`src/rtl/int_exec_pipe.sv`:
```
// Registered integer execute stage: single-cycle ALU ops plus iterative shifts,
// with a valid/ready result slot. Define INT_EXEC_MUL_EN to add the shift-add multiplier.
module int_exec_pipe #(
    parameter int DATA_WIDTH = 32,
    parameter int SHIFT_STEP = 4
) (
    input  logic                  clk_in,
    input  logic                  rst_n_in,
    input  logic                  flush_in,
    input  logic                  valid_in,
    input  logic                  enable_in,
    output logic                  ready_out,
    input  logic [3:0]            uop_in,
    input  logic [DATA_WIDTH-1:0] a_data_in,
    input  logic [DATA_WIDTH-1:0] b_data_in,
    output logic                  valid_out,
    input  logic                  ready_in,
    output logic [DATA_WIDTH-1:0] res_data_out,
    output logic                  busy_out
);

    localparam int SHAMT_W = $clog2(DATA_WIDTH);
    localparam int CNT_W   = SHAMT_W + 1;
    localparam logic [CNT_W-1:0] STEP_C = CNT_W'(SHIFT_STEP);

    localparam logic [3:0] UOP_ADD  = 4'b0000;
    localparam logic [3:0] UOP_SUB  = 4'b0001;
    localparam logic [3:0] UOP_OR   = 4'b0010;
    localparam logic [3:0] UOP_AND  = 4'b0011;
    localparam logic [3:0] UOP_XOR  = 4'b0100;
    localparam logic [3:0] UOP_MUL  = 4'b0101;
    localparam logic [3:0] UOP_BUFA = 4'b1000;
    localparam logic [3:0] UOP_BUFB = 4'b1001;
    localparam logic [3:0] UOP_SLT  = 4'b1010;
    localparam logic [3:0] UOP_SLTU = 4'b1011;
    localparam logic [3:0] UOP_SRA  = 4'b1101;
    localparam logic [3:0] UOP_SRL  = 4'b1110;
    localparam logic [3:0] UOP_SLL  = 4'b1111;

    typedef enum logic {
        ST_IDLE,
        ST_ITER
    } state_t;

    state_t                  state_q, state_d;
    logic [3:0]              op_q, op_d;
    logic [DATA_WIDTH-1:0]   work_q, work_d;
    logic [CNT_W-1:0]        cnt_q, cnt_d;
    logic [DATA_WIDTH-1:0]   res_q, res_d;
    logic                    valid_q, valid_d;
`ifdef INT_EXEC_MUL_EN
    logic [DATA_WIDTH-1:0]   mplr_q, mplr_d;
    logic [DATA_WIDTH-1:0]   acc_q, acc_d;
    logic [DATA_WIDTH-1:0]   mul_sum;
`endif

    logic [SHAMT_W-1:0]      shamt;
    logic                    is_shift;
    logic                    start_iter;
    logic                    out_free;
    logic                    accept;
    logic                    last_step;
    logic [CNT_W-1:0]        step_amt;
    logic [DATA_WIDTH-1:0]   shift_res;
    logic [DATA_WIDTH-1:0]   alu_res;

    assign shamt     = b_data_in[SHAMT_W-1:0];
    assign out_free  = !valid_q || ready_in;
    assign ready_out = (state_q == ST_IDLE) && out_free && !flush_in;
    assign accept    = valid_in && enable_in && ready_out;
    assign busy_out  = (state_q != ST_IDLE);
    assign valid_out = valid_q;
    assign res_data_out = res_q;

    always_comb begin
        is_shift = (uop_in == UOP_SRA) || (uop_in == UOP_SRL) || (uop_in == UOP_SLL);
`ifdef INT_EXEC_MUL_EN
        start_iter = (is_shift && (shamt != '0)) || (uop_in == UOP_MUL);
`else
        start_iter = is_shift && (shamt != '0);
`endif
    end

    // Single-cycle results; shifts reach this path only with a zero shift amount.
    always_comb begin
        alu_res = '0;
        case (uop_in)
            UOP_ADD:  alu_res = a_data_in + b_data_in;
            UOP_SUB:  alu_res = a_data_in - b_data_in;
            UOP_OR:   alu_res = a_data_in | b_data_in;
            UOP_AND:  alu_res = a_data_in & b_data_in;
            UOP_XOR:  alu_res = a_data_in ^ b_data_in;
            UOP_BUFA: alu_res = a_data_in;
            UOP_BUFB: alu_res = b_data_in;
            UOP_SLT:  alu_res = {{(DATA_WIDTH-1){1'b0}}, ($signed(a_data_in) < $signed(b_data_in))};
            UOP_SLTU: alu_res = {{(DATA_WIDTH-1){1'b0}}, (a_data_in < b_data_in)};
            UOP_SRA,
            UOP_SRL,
            UOP_SLL:  alu_res = a_data_in;
            default:  alu_res = '0;
        endcase
    end

    // For shifts cnt_q holds the shift distance still to apply.
    always_comb begin
        step_amt  = (cnt_q > STEP_C) ? STEP_C : cnt_q;
        shift_res = work_q;
        case (op_q)
            UOP_SRA: shift_res = DATA_WIDTH'($signed(work_q) >>> step_amt);
            UOP_SRL: shift_res = work_q >> step_amt;
            UOP_SLL: shift_res = work_q << step_amt;
            default: shift_res = work_q;
        endcase
    end

`ifdef INT_EXEC_MUL_EN
    always_comb begin
        mul_sum   = acc_q + (mplr_q[0] ? work_q : '0);
        last_step = (op_q == UOP_MUL) ? (cnt_q == CNT_W'(1)) : (cnt_q <= STEP_C);
    end
`else
    always_comb begin
        last_step = (cnt_q <= STEP_C);
    end
`endif

    always_comb begin
        state_d = state_q;
        op_d    = op_q;
        work_d  = work_q;
        cnt_d   = cnt_q;
        res_d   = res_q;
        valid_d = valid_q && !ready_in;
`ifdef INT_EXEC_MUL_EN
        mplr_d  = mplr_q;
        acc_d   = acc_q;
`endif
        case (state_q)
            ST_IDLE: begin
                if (accept) begin
                    op_d = uop_in;
                    if (start_iter) begin
                        state_d = ST_ITER;
                        work_d  = a_data_in;
                        cnt_d   = {1'b0, shamt};
`ifdef INT_EXEC_MUL_EN
                        if (uop_in == UOP_MUL) begin
                            cnt_d  = CNT_W'(DATA_WIDTH);
                            mplr_d = b_data_in;
                            acc_d  = '0;
                        end
`endif
                    end else begin
                        res_d   = alu_res;
                        valid_d = 1'b1;
                    end
                end
            end
            ST_ITER: begin
`ifdef INT_EXEC_MUL_EN
                if (op_q == UOP_MUL) begin
                    if (!last_step) begin
                        acc_d  = mul_sum;
                        work_d = work_q << 1;
                        mplr_d = mplr_q >> 1;
                        cnt_d  = cnt_q - CNT_W'(1);
                    end else if (out_free) begin
                        res_d   = mul_sum;
                        valid_d = 1'b1;
                        cnt_d   = '0;
                        state_d = ST_IDLE;
                    end
                end else
`endif
                if (!last_step) begin
                    work_d = shift_res;
                    cnt_d  = cnt_q - step_amt;
                end else if (out_free) begin
                    // Final step stalls here while an older result still occupies the slot.
                    res_d   = shift_res;
                    valid_d = 1'b1;
                    cnt_d   = '0;
                    state_d = ST_IDLE;
                end
            end
            default: state_d = ST_IDLE;
        endcase

        if (flush_in) begin
            state_d = ST_IDLE;
            valid_d = 1'b0;
            cnt_d   = '0;
        end
    end

    always_ff @(posedge clk_in) begin
        if (!rst_n_in) begin
            state_q <= ST_IDLE;
            op_q    <= '0;
            work_q  <= '0;
            cnt_q   <= '0;
            res_q   <= '0;
            valid_q <= 1'b0;
`ifdef INT_EXEC_MUL_EN
            mplr_q  <= '0;
            acc_q   <= '0;
`endif
        end else begin
            state_q <= state_d;
            op_q    <= op_d;
            work_q  <= work_d;
            cnt_q   <= cnt_d;
            res_q   <= res_d;
            valid_q <= valid_d;
`ifdef INT_EXEC_MUL_EN
            mplr_q  <= mplr_d;
            acc_q   <= acc_d;
`endif
        end
    end

endmodule
```
`config.mk`:
```
export PLATFORM = sky130hd
export DESIGN_NAME = int_exec_pipe
export DESIGN_NICKNAME = d
export VERILOG_FILES = /design/src/rtl/int_exec_pipe.sv
export SDC_FILE = /design/constraint.sdc
export NUM_CORES = 1
export LEC_CHECK = 0
export ABC_CLOCK_PERIOD_IN_PS = 7090
export CELL_PAD_IN_SITES_DETAIL_PLACEMENT = 1
export CELL_PAD_IN_SITES_GLOBAL_PLACEMENT = 2
export CORE_MARGIN = 3
export CORE_UTILIZATION = 36
export CTS_CLUSTER_DIAMETER = 30
export DETAILED_ROUTE_END_ITERATION = 10
export GPL_TIMING_DRIVEN = 1
export PLACE_DENSITY = 0.94
export SYNTH_ARGS = -nofsm -noshare
export SYNTH_HDL_FRONTEND = slang
export SYNTH_SLANG_ARGS = --single-unit
```
`constraint.sdc`:
```
create_clock -name clk_in -period 7.09 [get_ports clk_in]
set_input_delay 1.418 -clock clk_in [delete_from_list [all_inputs] [get_ports clk_in]]
set_output_delay 1.418 -clock clk_in [all_outputs]
set_load 0.01 [all_outputs]
```
==> run_results.csv, run 1 <==
group,metric,value,unit
synth,synth_compound_area_share,39.3,%
synth,ys_ff_latch,76,
layout,synthToLayoutAreaGrowth,13.9,%
grt,grt_pass1_wl,81400,µm
clocking,cts_sinks,76,
clocking,clkLatencyLatePin,0.35,ns
grt,grt_max_degree,67,
grt,met1_usage,41.4,%
synth,synth_area_leaders,"dfxtp_1, ha_1, a21oi_1, o21ai_0, nor2_1",
synth,synth_cell_types,90,
clocking,path_clk_slew,0.06,ns
floorplanning,die_x,184,µm
sta,max_freq,194,MHz
route,wl,52400,µm
clocking,cts_setup_buffers,0,
grt,grt_pass1_vias,13900,
clocking,holdBufCountCts,0,
critical_path,cp_max_fo,6,
floorplanning,rows,64,
route,drt_iter0_markers,1879,
sta,relSlewSlack,29.1,%
sta,rsz0062_at_grt,"false",
floorplanning,die_h,184,µm
layout,nets,1887,
placement,routabilityCongestion,0.995,
synth,yosys.area_share.simple,23.2,%
floorplanning,start_util,36.8,%
floorplanning,coreArea,0.0308,mm²
sta,setup_tns,0,ns
grt,antenna_found_initial,3,
sta,fin_crit,5.15,ns
synth,syn_avg_cell_area,6.67,µm²
layout,final_cell_mix,"a21oi_1, nor2_1, o21ai_0, nand2_1, clkdlybuf4s50_1",
clocking,cts-resized-gates,0,
route,dr.pass1.iters,6,
clocking,cts_tree,"yes",
clocking,cts_buffers,9,
route,ant_nets,0,
clocking,clock_path_buffers,2,
critical_path,crit_required,7.33,ns
synth,synthCells,1701,
synth,synthAdderAreaFrac,11.2,%
status,status,"finished clean",
floorplanning,die_area,0.0337,mm²
sta,worst_pin_slew,1.05,ns
floorplanning,io_pins,109,
critical_path,end_kind,"flip-flop",
sta,setup_viol,0,
critical_path,arrival,5.39,ns
grt,grtUsageMet2,48.5,%
grt,gr-max-usage-layer,"met2",
grt,gr-usage-all-layers,30.1,%
placement,hpwl,39900,µm
power_and_ir_drop,ir_worst_vdd,116,µV
sta,report.final.slew_viol_count,0,
clocking,htreeDepth,3,
synth,synth_mux_area_share,2.91,%
route,wl_per_cell,24.8,µm
clocking,cts_root_buf,"clkbuf_16",
synth,synth_top_area_share,13.4,%
layout,layout_commonest_cell,"a21oi_1",
critical_path,setup.worst_path.start_class,"input pin",
synth,synth_edf_count,0,
route,drcViolationCount,0,
sta,finalHoldViolations,0,
synth,ys.flop_type,"dfxtp_1",
synth,synth_top_family_by_area,"compound AO/OA/AOI/OAI gates",
sta,clock_skew,0.0111,ns
placement,io_buffers,108,
synth,ys.warnings.count,0,
route,vias_per_cell,6.69,
grt,overflow,0,
min_path,min_path_type,"reg2reg",
grt,grt_use_met3,3.88,%
synth,yosys.area_share.xor_xnor,1.77,%
run,cap_viol_max_count,0,
layout,drive_gt1_share,5.30,%
sta,whs,0.500,ns
power_and_ir_drop,cellPowerDensity,119,mW/mm²
power_and_ir_drop,finalPower,0.00155,W
sta,fin_crit_sh,72.7,%
synth,synth_area,0.0114,mm²
synth,synthesis.nets,1875,
synth,yosys.area.top_type,"dfxtp_1",
synth,ys_async_sr_fraction,0,%
route,vias,14100,
critical_path,crit_type,"in2reg",
power_and_ir_drop,leakage,4.87,nW
synth,seq_area_frac_synth,13.4,%
## critical path: stages
cell and delay [ns]:
clkdlybuf4s50_1 0.60, ha_1 0.34, fa_1 0.41, a21o_1 0.23, a221oi_2 0.45, o21ai_0 0.21, a21oi_1 0.62, o31a_1 0.26
nor2_1 0.05, a2111oi_0 0.32, o21ai_0 0.23, a22o_1 0.23
## kinds of logic (layout without fill, tap and decap cells)
logic type      after synthesis  in the layout
compound gates              678            678
simple gates                560            560
buf+inv                     236            252
fa+ha+maj                   100            100
flops                        76             76
mux                          26             26
xor+xnor                     23             23
other cells                   2              3
## final cells by class
type                    instances  area [µm²]
multi-input cells            1389        8960
well taps                     396         495
fillers                      3919       17900
inverters                      99         372
clock inverters                 5        53.8
repair buffers                138        1300
diodes                          1        2.50
clock buffers                  10         229
flip-flops and latches         76        1520
## where the power goes
group	switching [W]	leakage [nW]	internal (W)
sequential	0.0000154	0.616	0.000439
clock	0.000190	0.142	0.000270
combinational	0.000399	4.11	0.000232
## per-layer routing
metal | up-vias | part of all wire (%)
met5 | - | 0.053
met3 | 130 | 7.9
met1 | 6996 | 43
li1 | 6330 | -
met2 | 684 | 45
met4 | 4 | 3.4
## metrics by stage
step | util, % | instance area (µm²) | std cells | setup WS [ns]
2_1_floorplan | - | 11400 | 1701 | 3.15
3_3_place_gp | 41.0 | 12600 | 2098 | 1.84
3_5_place_dp | 41.0 | 12600 | 2098 | 1.78
4_1_cts | 41.9 | 12900 | 2113 | 2.12
5_1_grt | 41.9 | 12900 | 2113 | 1.90
6_report | 42.0 | 12900 | 2114 | 1.94
## sequential cells by signal (all words and copies together) (netlist names)
name,cells
res_data_out,32
work_q,32
cnt_q,6
op_q,4
busy_out,1
valid_out,1
## synthesized netlist by cell type, types with 26 or more instances
cell and count:
inv_1 98, a31oi_1 26, dfxtp_1 76, nand3_1 41
clkbuf_1 100, o21ai_0 141, nor2_1 174, nand2_1 142
ha_1 98, a21oi_1 198, a211oi_1 30, a22oi_1 26
o211ai_1 30, nor3_1 87
## final timing paths
kind / startpoint / end / slack [ns] / depth (start not counted)
hold reg to reg: res_data_out[11] / res_data_out[11] / 0.50 / 1
setup reg to reg: cnt_q[2] / work_q[13] / 2.42 / 9
hold / removal: res_data_out[11] / res_data_out[11] / 0.50 / 1
setup / recovery: b_data_in[0] / res_data_out[26] / 1.94 / 12
(Power assumes the default switching activity.)
==> run 2, diff against run 1 <==
Settings changed: ABC_CLOCK_PERIOD_IN_PS 7090 to 4380, CORE_UTILIZATION 36 to 30, PLACE_DENSITY 0.94 to 0.84.
Clock period 7.09 ns to 4.38 ns, I/O delays scaled along.
==> run 2 against run 1 <==
- final area grew 6.5%
- critical path depth grew 2
- via count grew 1.3%
- register-to-register slack lost 1.8 ns
- core utilization shrank 4.7 points
- total power grew 66%
- count of clock-buffer cells in the layout grew 1
- largest power group unchanged
==> run_results.csv, run 2 (synthesis gave the netlist of run 1 again) <==
group,metric,value,unit
placement,routabilityCongestion,0.948,
route,vias_per_cell,6.19,
route,route.met2.wl,25800,µm
min_path,min_path_type,"reg2reg",
floorplanning,io_pins,109,
sta,max_freq,240,MHz
route,ant_nets,0,
layout,drive_gt1_share,10.2,%
route,vias,14300,
placement,io_buffers,108,
sta,clock_skew,0.0107,ns
route,drcViolationCount,0,
sta,report.final.slew_viol_count,0,
grt,gr-usage-all-layers,26.4,%
route,wl_per_cell,24.2,µm
grt,antenna_found_initial,0,
sta,fin_crit_sh,95.2,%
clocking,cts-resized-gates,0,
floorplanning,start_util,30.7,%
clocking,path_clk_slew,0.06,ns
sta,rsz0062_at_grt,"false",
floorplanning,coreArea,0.0370,mm²
route,wl,55900,µm
route,dr.pass1.iters,7,
sta,fin_crit,4.17,ns
route,drt_iter0_markers,1551,
critical_path,crit_required,4.61,ns
sta,setup_viol,0,
clocking,cts_setup_buffers,0,
grt,grt_pass1_vias,14100,
power_and_ir_drop,leakage,5.32,nW
clocking,clock_path_buffers,2,
floorplanning,die_x,201,µm
sta,fin_ws,0.212,ns
floorplanning,rows,70,
layout,final_cell_mix,"a21oi_1, nor2_1, o21ai_0, nand2_1, buf_4",
clocking,cts_tree,"yes",
clocking,htreeDepth,3,
sta,relSlewSlack,32.2,%
floorplanning,die_h,201,µm
route,wl_met1,24600,µm
power_and_ir_drop,ir_worst_vdd,158,µV
grt,grt_max_degree,51,
route,wl_met3,3610,µm
run,cap_viol_max_count,0,
status,status,"finished clean",
clocking,cts_root_buf,"clkbuf_16",
placement,pre_cts_slack,-0.0648,ns
sta,finalHoldViolations,0,
clocking,clkLatencyLatePin,0.35,ns
critical_path,end_kind,"flip-flop",
critical_path,cp_max_fo,6,
layout,antenna_cells,0,
layout,nets,1980,
placement,hpwl,43900,µm
grt,overflow,0,
critical_path,setup.worst_path.start_class,"input pin",
floorplanning,die_area,0.0402,mm²
clocking,cts_sinks,76,
sta,setup_tns,0,ns
layout,synthToLayoutAreaGrowth,21.4,%
clocking,holdBufCountCts,0,
clocking,cts_buffers,9,
layout,layout_commonest_cell,"a21oi_1",
route,routed.top_layer,"met4",
power_and_ir_drop,finalPower,0.00256,W
power_and_ir_drop,cellPowerDensity,186,mW/mm²
critical_path,arrival,4.39,ns
sta,worst_pin_slew,1.01,ns
critical_path,crit_type,"in2reg",
grt,grt_pass1_wl,85000,µm
==> run 2: cell count changes in the layout (fill, tap and decap cells not counted), sizes merged <==
cell,before,now
clkbuf,10,11
bufinv,1,0
diode,1,0
clkinv,5,4
buf,31,124
clkinvlp,0,1
==> run 2: worst max-delay path: stages <==
cell and delay (ns):
clkdlybuf4s50_1 0.63, inv_1 0.12, ha_1 0.36, buf_4 0.16
nand3_1 0.12, a21oi_1 0.34, o211ai_1 0.15, o211ai_1 0.45
buf_4 0.24, a211oi_1 0.07, nor3_1 0.26, o21ai_0 0.16
a22oi_1 0.32, o22ai_1 0.12
==> run 2: worst paths after layout <==
check                     from               end  slack (ns)  cells past startpoint
hold / removal        cnt_q[0]          cnt_q[0]        0.52                      2
setup / recovery  b_data_in[2]  res_data_out[25]        0.21                     14
setup reg to reg      cnt_q[2]         work_q[5]        0.64                     12
hold reg to reg       cnt_q[0]          cnt_q[0]        0.52                      2
==> run 2: per-stage QoR <==
step | std cells | hold slack (ns) | util (%) | area [µm²]
detailed placement | 2299 | 0.505 | 36.5 | 13500
global placement | 2299 | 0.485 | 36.5 | 13500
CTS | 2314 | 0.522 | 37.3 | 13800
finish | 2314 | 0.520 | 37.3 | 13800
floorplan | 1701 | 0.474 | - | 11400
global route | 2314 | 0.556 | 37.3 | 13800
==> run 2: cell type report <==
| class | count | area (µm²) |
|---|---|---|
| clock buffers | 11 | 243 |
| clock inverters | 4 | 26.3 |
| fillers | 4739 | 23200 |
| inverters | 99 | 372 |
| multi-input cells | 1389 | 8960 |
| flip-flops and latches | 76 | 1520 |
| well taps | 504 | 631 |
| repair buffers | 231 | 2020 |
==> run 2: layer usage <==
layer,up-vias,track usage [%]
li1,6521,-
met1,7078,35.8
met2,627,43.5
met3,104,2.61
met4,0,9.44
met5,-,0
==> run 2: where the power goes <==
part | switching, W | total [W] | internal (W)
Clock | 0.000309 | 0.000704 | 0.000395
Combinational | 0.000672 | 0.00112 | 0.000445
Sequential | 0.0000252 | 0.000736 | 0.000710
